### src/rtl/lab5_rr_arbiter.sv
// Round-robin arbiter: eight requesters share one resource, grant held until release.
// Optional macro ARB_TIMEOUT_EN bounds a contended hold to MAX_HOLD cycles.
module lab5_rr_arbiter #(
    parameter int MAX_HOLD = 16
) (
    input  logic       clk,
    input  logic       rst,
    input  logic [7:0] req,
    output logic [7:0] gnt,
    output logic [2:0] gnt_id,
    output logic       gnt_valid
);

    typedef enum logic {IDLE, GRANT} state_t;

    state_t     state_q, state_d;
    logic [2:0] ptr_q, ptr_d;
    logic [7:0] gnt_q, gnt_d;
    logic [2:0] gnt_id_q, gnt_id_d;
    logic       gnt_valid_q, gnt_valid_d;

    // Rotate so the search start lands at bit 0, priority-encode, then un-rotate.
    logic [2:0]  search_start;
    logic [15:0] req_dbl;
    logic [7:0]  req_rot;
    logic [2:0]  win_off;
    logic [2:0]  win_id;
    logic        win_found;
    logic        release_now;

    assign search_start = ptr_q + 3'd1;
    assign req_dbl      = {req, req};
    assign req_rot      = req_dbl[search_start +: 8];
    assign win_found    = |req_rot;
    assign win_id       = search_start + win_off;

    always_comb begin
        win_off = 3'd0;
        for (int i = 7; i >= 0; i--) begin
            if (req_rot[i]) begin
                win_off = 3'(i);
            end
        end
    end

`ifdef ARB_TIMEOUT_EN
    localparam logic [7:0] HOLD_LAST = 8'(MAX_HOLD - 1);

    logic [7:0] hold_cnt_q, hold_cnt_d;
    logic       others_waiting;
    logic       timeout_hit;

    assign others_waiting = |(req & ~gnt_q);
    assign timeout_hit    = (hold_cnt_q == HOLD_LAST) && others_waiting;
`else
    logic timeout_hit;
    assign timeout_hit = 1'b0;
`endif

    // A preempted owner is treated exactly like one that released.
    assign release_now = (state_q == IDLE) || !req[gnt_id_q] || timeout_hit;

    always_comb begin
        state_d     = state_q;
        ptr_d       = ptr_q;
        gnt_d       = gnt_q;
        gnt_id_d    = gnt_id_q;
        gnt_valid_d = gnt_valid_q;
`ifdef ARB_TIMEOUT_EN
        hold_cnt_d  = hold_cnt_q;
`endif
        if (release_now) begin
            if (win_found) begin
                state_d     = GRANT;
                ptr_d       = win_id;
                gnt_d       = 8'd1 << win_id;
                gnt_id_d    = win_id;
                gnt_valid_d = 1'b1;
`ifdef ARB_TIMEOUT_EN
                hold_cnt_d  = 8'd0;
`endif
            end else begin
                state_d     = IDLE;
                gnt_d       = 8'd0;
                gnt_id_d    = 3'd0;
                gnt_valid_d = 1'b0;
`ifdef ARB_TIMEOUT_EN
                hold_cnt_d  = 8'd0;
`endif
            end
        end else begin
`ifdef ARB_TIMEOUT_EN
            if (hold_cnt_q != HOLD_LAST) begin
                hold_cnt_d = hold_cnt_q + 8'd1;
            end
`endif
        end
    end

    always_ff @(posedge clk) begin
        if (rst) begin
            state_q     <= IDLE;
            ptr_q       <= 3'd7;
            gnt_q       <= 8'd0;
            gnt_id_q    <= 3'd0;
            gnt_valid_q <= 1'b0;
`ifdef ARB_TIMEOUT_EN
            hold_cnt_q  <= 8'd0;
`endif
        end else begin
            state_q     <= state_d;
            ptr_q       <= ptr_d;
            gnt_q       <= gnt_d;
            gnt_id_q    <= gnt_id_d;
            gnt_valid_q <= gnt_valid_d;
`ifdef ARB_TIMEOUT_EN
            hold_cnt_q  <= hold_cnt_d;
`endif
        end
    end

    assign gnt       = gnt_q;
    assign gnt_id    = gnt_id_q;
    assign gnt_valid = gnt_valid_q;

endmodule

### config.mk
export PLATFORM = sky130hd
export DESIGN_NAME = lab5_rr_arbiter
export DESIGN_NICKNAME = d
export VERILOG_FILES = /design/src/rtl/lab5_rr_arbiter.sv
export SDC_FILE = /design/constraint.sdc
export NUM_CORES = 1
export LEC_CHECK = 0
export BUFFER_PORTS_ARGS = -buffer_cell sky130_fd_sc_hd__buf_2
export CAP_MARGIN = 20
export CELL_PAD_IN_SITES_DETAIL_PLACEMENT = 1
export CELL_PAD_IN_SITES_GLOBAL_PLACEMENT = 1
export CORE_MARGIN = 1.5
export CORE_UTILIZATION = 40
export DETAILED_ROUTE_END_ITERATION = 12
export PLACE_DENSITY_LB_ADDON = 0.1
export SETUP_SLACK_MARGIN = 0.15
export SYNTH_ARGS = -nofsm -noshare
export SYNTH_HDL_FRONTEND = slang
export SYNTH_SLANG_ARGS = --single-unit
### constraint.sdc
create_clock -name clk -period 4.74 [get_ports clk]
set_input_delay 0.237 -clock clk [delete_from_list [all_inputs] [get_ports clk]]
set_output_delay 0.237 -clock clk [all_outputs]
set_load 0.005 [all_outputs]
; ---- After elaboration in Yosys (flattened, before gate mapping)
; Cells that the tools add are included.
[word_totals]
reg_bits = 15
latchBits = 0
ramBits = 0
mem_bits_ro = 0
inputBits = 10
wordCells = 27
n_memories = 0
[classes]
add_sub_neg = 2
mul = 0
div = 0
order_cmp = 1
n_eq_ne = 0
shifts = 2
mux = 13
bitwise = 1
n_reduce_logical = 4
[ops]
columns = op, count
row1 = $mux W3, 9
row2 = $shiftx A16 B4 Y8, 1
row3 = $mux W8, 1
row4 = $reduce_or A8 Y1, 1
row5 = $shl A1 B3 Y8 const A, 1
row6 = $lt A3 B4 Y1 const B, 1
row7 = $add A3 B1 Y3 const B, 1
row8 = $add A3 B3 Y3, 1
row9 = $bmux W1 S3, 1
row10 = $mux W1, 2
row11 = $reduce_and A2 Y1, 1
row12 = $logic_not A1 Y1, 1
row13 = $logic_or A1 B1 Y1, 1
row14 = $not A1 Y1, 1

; ---- Logic depth before layout (Yosys ltp)
[depth]
word_depth = 13
ltp_mapped = 15
mapped_depth_nobuf = 13

; ---- Least setup slack after synthesis
; Ideal clock, no wire load.
[synth_timing]
path_type = register -> register
start = register ptr_q[0]
end = register gnt_q[6] (netlist: gnt[6])
t_arrival_ns = 3.259
path_slack_ns = 1.389
path_stages_with_launch = 13
n_path_buf = 2
cell_sequence = dfxtp_1 -> ha_1 -> buf_2 -> buf_1 -> o32a_1 -> a21oi_1 -> o211ai_1 -> a311o_1 -> ha_1 -> inv_1 -> fa_1 -> or4_4 -> o32ai_1
[synth_via]
elab_chain_len = 13
elab_cells_between_ends = 14
cone_classes = 2 x add/sub / 2 x shift / 9 x mux / 1 x reduce/logical
[synth_lines]
columns = item, line
row1 = start: declaration, 17  ; logic [2:0] ptr_q, ptr_d;
row2 = start signal: assignment, 112  ; ptr_q <= ptr_d;
row3 = $add A3 B1 Y3 *, 31  ; assign search_start = ptr_q + 3'd1;
row4 = $shiftx A16 B4 Y8, 33  ; assign req_rot = req_dbl[search_start +: 8];
row5 = $mux W3 (8 in a row), 40  ; if (req_rot[i]) begin
row6 = $add A3 B3 Y3, 35  ; assign win_id = search_start + win_off;
row7 = $shl A1 B3 Y8, 76  ; gnt_d = 8'd1 << win_id;
row8 = $mux W8 *, 73  ; if (win_found) begin
row9 = end signal: assignment, 113  ; gnt_q <= gnt_d;
row10 = end: declaration, 18  ; logic [7:0] gnt_q, gnt_d;
; Every way passes the cells marked *; elsewhere a longest branch is shown, timed or not.
; A chain may end at the register's enable or synchronous reset.

; ---- Final worst setup path
[layout_timing]
start = register ptr_q[0]
end = register gnt_q[2] (netlist: gnt[2])
; The elaborated chain is that of the path after synthesis.

==> impl_metrics.json <==
{
  "status": "finished, final reports clean",
  "r2r.worst_path.cells": 11,
  "slew_viol_final": 0,
  "grt_overflow": 0,
  "power.density_nw_per_um2": 766,
  "grtUsageTotal_pct": 21.7,
  "worst_pin_slew_ns": 0.676,
  "final_layout_size_suffix_gt1_share_pct": 22.6,
  "setup-violations-final": 0,
  "async_reset_ff_share_pct": 0,
  "yosys.area.top_type_share_pct": 24.7,
  "cp_data_required_time_ns": 4.93,
  "post-route-period-util_pct": 81.8,
  "ys_ff_latch": 15,
  "dieWidth_um": 58.1,
  "synth.most_common_cell": "inv_1",
  "critical_path.reg2reg.endpoint": "gnt[2]$_SDFFE_PP0N_",
  "dpl.cell_count": 191,
  "tns_ns": 0,
  "start_util_pct": 43.0,
  "crit_start": "ptr_q[0]$_SDFFE_PP1P_",
  "setup_ws_ns": 0.865,
  "final-hold-violation-count": 0,
  "crit_fanout": 22,
  "critPathLaunchType": "flip-flop",
  "grt_pass1_vias": 1216,
  "endpoint_kind": "flip-flop",
  "r2r_slack_ns": 0.86,
  "syn2layout_area_growth_pct": 9.77,
  "cts_tree": "done",
  "io_pins": 22,
  "post-cts-setup-buffers": 0,
  "slew-limit-headroom_pct": 55.0,
  "place_area_sq_um": 1310,
  "synth_area_per_cell_sq_um": 8.22,
  "antenna_found_initial": 0,
  "htree_levels": 1,
  "synth.distinct_cells": 47,
  "cts_buffers": 3,
  "ant_nets": 0,
  "clk_latency_ns": 0.29,
  "clock-sinks": 15,
  "drc": 0,
  "dr_total_vias": 1229,
  "gp_congestion": 0.822,
  "syn-num-nets": 161,
  "grt_max_degree": 23,
  "rsz0062_at_grt": "false",
  "rows": 19,
  "core_sq_um": 2830,
  "vdd_drop_max_mv": 0.396,
  "avgViaCountPerCell": 6.30,
  "yosys_warnings": 0,
  "grt_pass1_wl_mm": 5.75,
  "die_h_um": 58.1,
  "instances_no_fill": 195,
  "syn_inst": 148,
  "die-area_sq_um": 3380,
  "wl_per_cell_um": 17.6,
  "r2r_start": "ptr_q[0]$_SDFFE_PP1P_",
  "dpl_worst_slack_ns": 0.943,
  "dr.first_iter.drc_count": 25,
  "diodes": 0,
  "synth_edf_count": 0,
  "cts_buffer_depth": 2,
  "seq_area_frac_synth_pct": 24.7,
  "cts_hold_buf": 0,
  "ys_top_cells_by_area": "dfxtp_1 25%, o32ai_1 7.9%, inv_1 5.6%, mux2_2 4.6%, a21oi_1 4.1%",
  "p_leak_nw": 0.520,
  "ys.flop_type": "dfxtp_1",
  "fin_skew_ns": 0.00197,
  "io_buffers": 21,
  "cp_data_arrival_time_ns": 4.07,
  "clk_pin_slew_ns": 0.10,
  "yosys.area.top_type": "dfxtp_1",
  "min_period_ns": 3.88,
  "hpwlAfterDp_mm": 2.62,
  "totalWireLength_mm": 3.44,
  "maxCapViolCount": 0,
  "fmax_ghz": 0.258,
  "ctsResizeCount": 0,
  "synth_area_sq_um": 1220,
  "synth.top_cells.by_count": "18 x inv_1, 15 x dfxtp_1, 11 x o32ai_1, 10 x a21oi_1, 9 x nand2_1",
  "finalInstanceArea_sq_um": 1340,
  "critPathCapture": "gnt[2]$_SDFFE_PP0N_",
  "first_pass_iters": 6,
  "min_path_type": "in2reg",
  "crit_type": "reg2reg",
  "root_buffer": "clkbuf_4",
  "fin_nets": 178
}
## placed cells by master, fill, tap and decap left out, types with 2 or more instances in the layout
master / netlist / routed
o32ai_1: 11 / 11
dfxtp_1: 15 / 15
o211ai_1: 3 / 3
a21boi_0: 2 / 2
ha_1: 2 / 2
a211oi_1: 2 / 2
a32oi_1: 4 / 4
inv_1: 18 / 18
mux2_2: 5 / 5
nand4_1: 2 / 2
nor2b_1: 4 / 4
nor2_1: 5 / 5
clkbuf_4: 0 / 3
nand4b_1: 2 / 2
buf_2: 3 / 21
nor3_1: 2 / 2
o32a_1: 3 / 3
nand3_1: 5 / 5
mux2i_1: 4 / 4
nand2b_1: 4 / 4
nand2_1: 9 / 9
o21ai_0: 5 / 5
a21oi_1: 10 / 10
## cells by family after synthesis
family / Yosys count / share of synthesized area (%)
compound gates: 51 / 31.5
mux: 10 / 9.77
flops: 15 / 24.7
simple gates: 41 / 19.8
xor+xnor: 1 / 0.720
buf+inv: 27 / 9.88
fa+ha+maj: 3 / 3.70
## report_power, final
part / internal [mW] / total (mW) / switching [mW] / leakage (nW)
clock: 0.0314 / 0.0770 / 0.0456 / 0.0177
combinational: 0.310 / 0.731 / 0.421 / 0.379
sequential: 0.171 / 0.215 / 0.0438 / 0.123
## sequential cells by signal, summed over array words and instances, names as in the netlist
signal     flops
gnt_valid      1
ptr_q          3
gnt            8
gnt_id         3
## cell type report
cell class	count	area [sq um]
Tap cell	31	38.8
Clock inverter	1	5.00
Timing Repair Buffer	21	105
Inverter	18	67.6
Multi-Input combinational cell	106	796
Fill cell	367	1490
Sequential cell	15	300
Clock buffer	3	22.5
## critical path: stages (launching register included)
cell	delay, ns
dfxtp_1	0.62
ha_1	0.67
mux2i_1	0.43
nor2_1	0.06
o21ai_0	0.16
a311oi_1	0.11
a311o_1	0.34
ha_1	0.18
inv_1	0.06
fa_1	0.46
or4_4	0.54
o32ai_1	0.13
## through the flow
step                      hold slack [ns]  util, %  total power [mW]
after floorplan                     0.354        -             0.778
after global placement              0.466     46.2             0.906
after detailed placement            0.473     46.2             0.939
after CTS                           0.281     47.2              1.02
after global routing                0.291     47.2              1.11
final                               0.291     47.2              1.02
## routing by layer
layer	track usage [%]	vias to the layer above	wire length [um]
met1	29.6	612	1610
li1	-	591	-
met5	0	-	0
met2	36.9	24	1720
met3	3.35	2	90
met4	2.99	0	17
## worst min-delay path by stage
stage,from,end,cells past startpoint
floorplan,rst,gnt[2]$_SDFFE_PP0N_,1
global placement,gnt[0]$_SDFFE_PP0N_,gnt[0]$_SDFFE_PP0N_,2
detailed placement,gnt[3]$_SDFFE_PP0N_,gnt[3]$_SDFFE_PP0N_,2
CTS,rst,gnt_valid$_SDFFE_PP0N_,2
global route,rst,gnt_valid$_SDFFE_PP0N_,2
finish,rst,gnt_valid$_SDFFE_PP0N_,2
No activity file was read; power rests on OpenSTA's default activity.
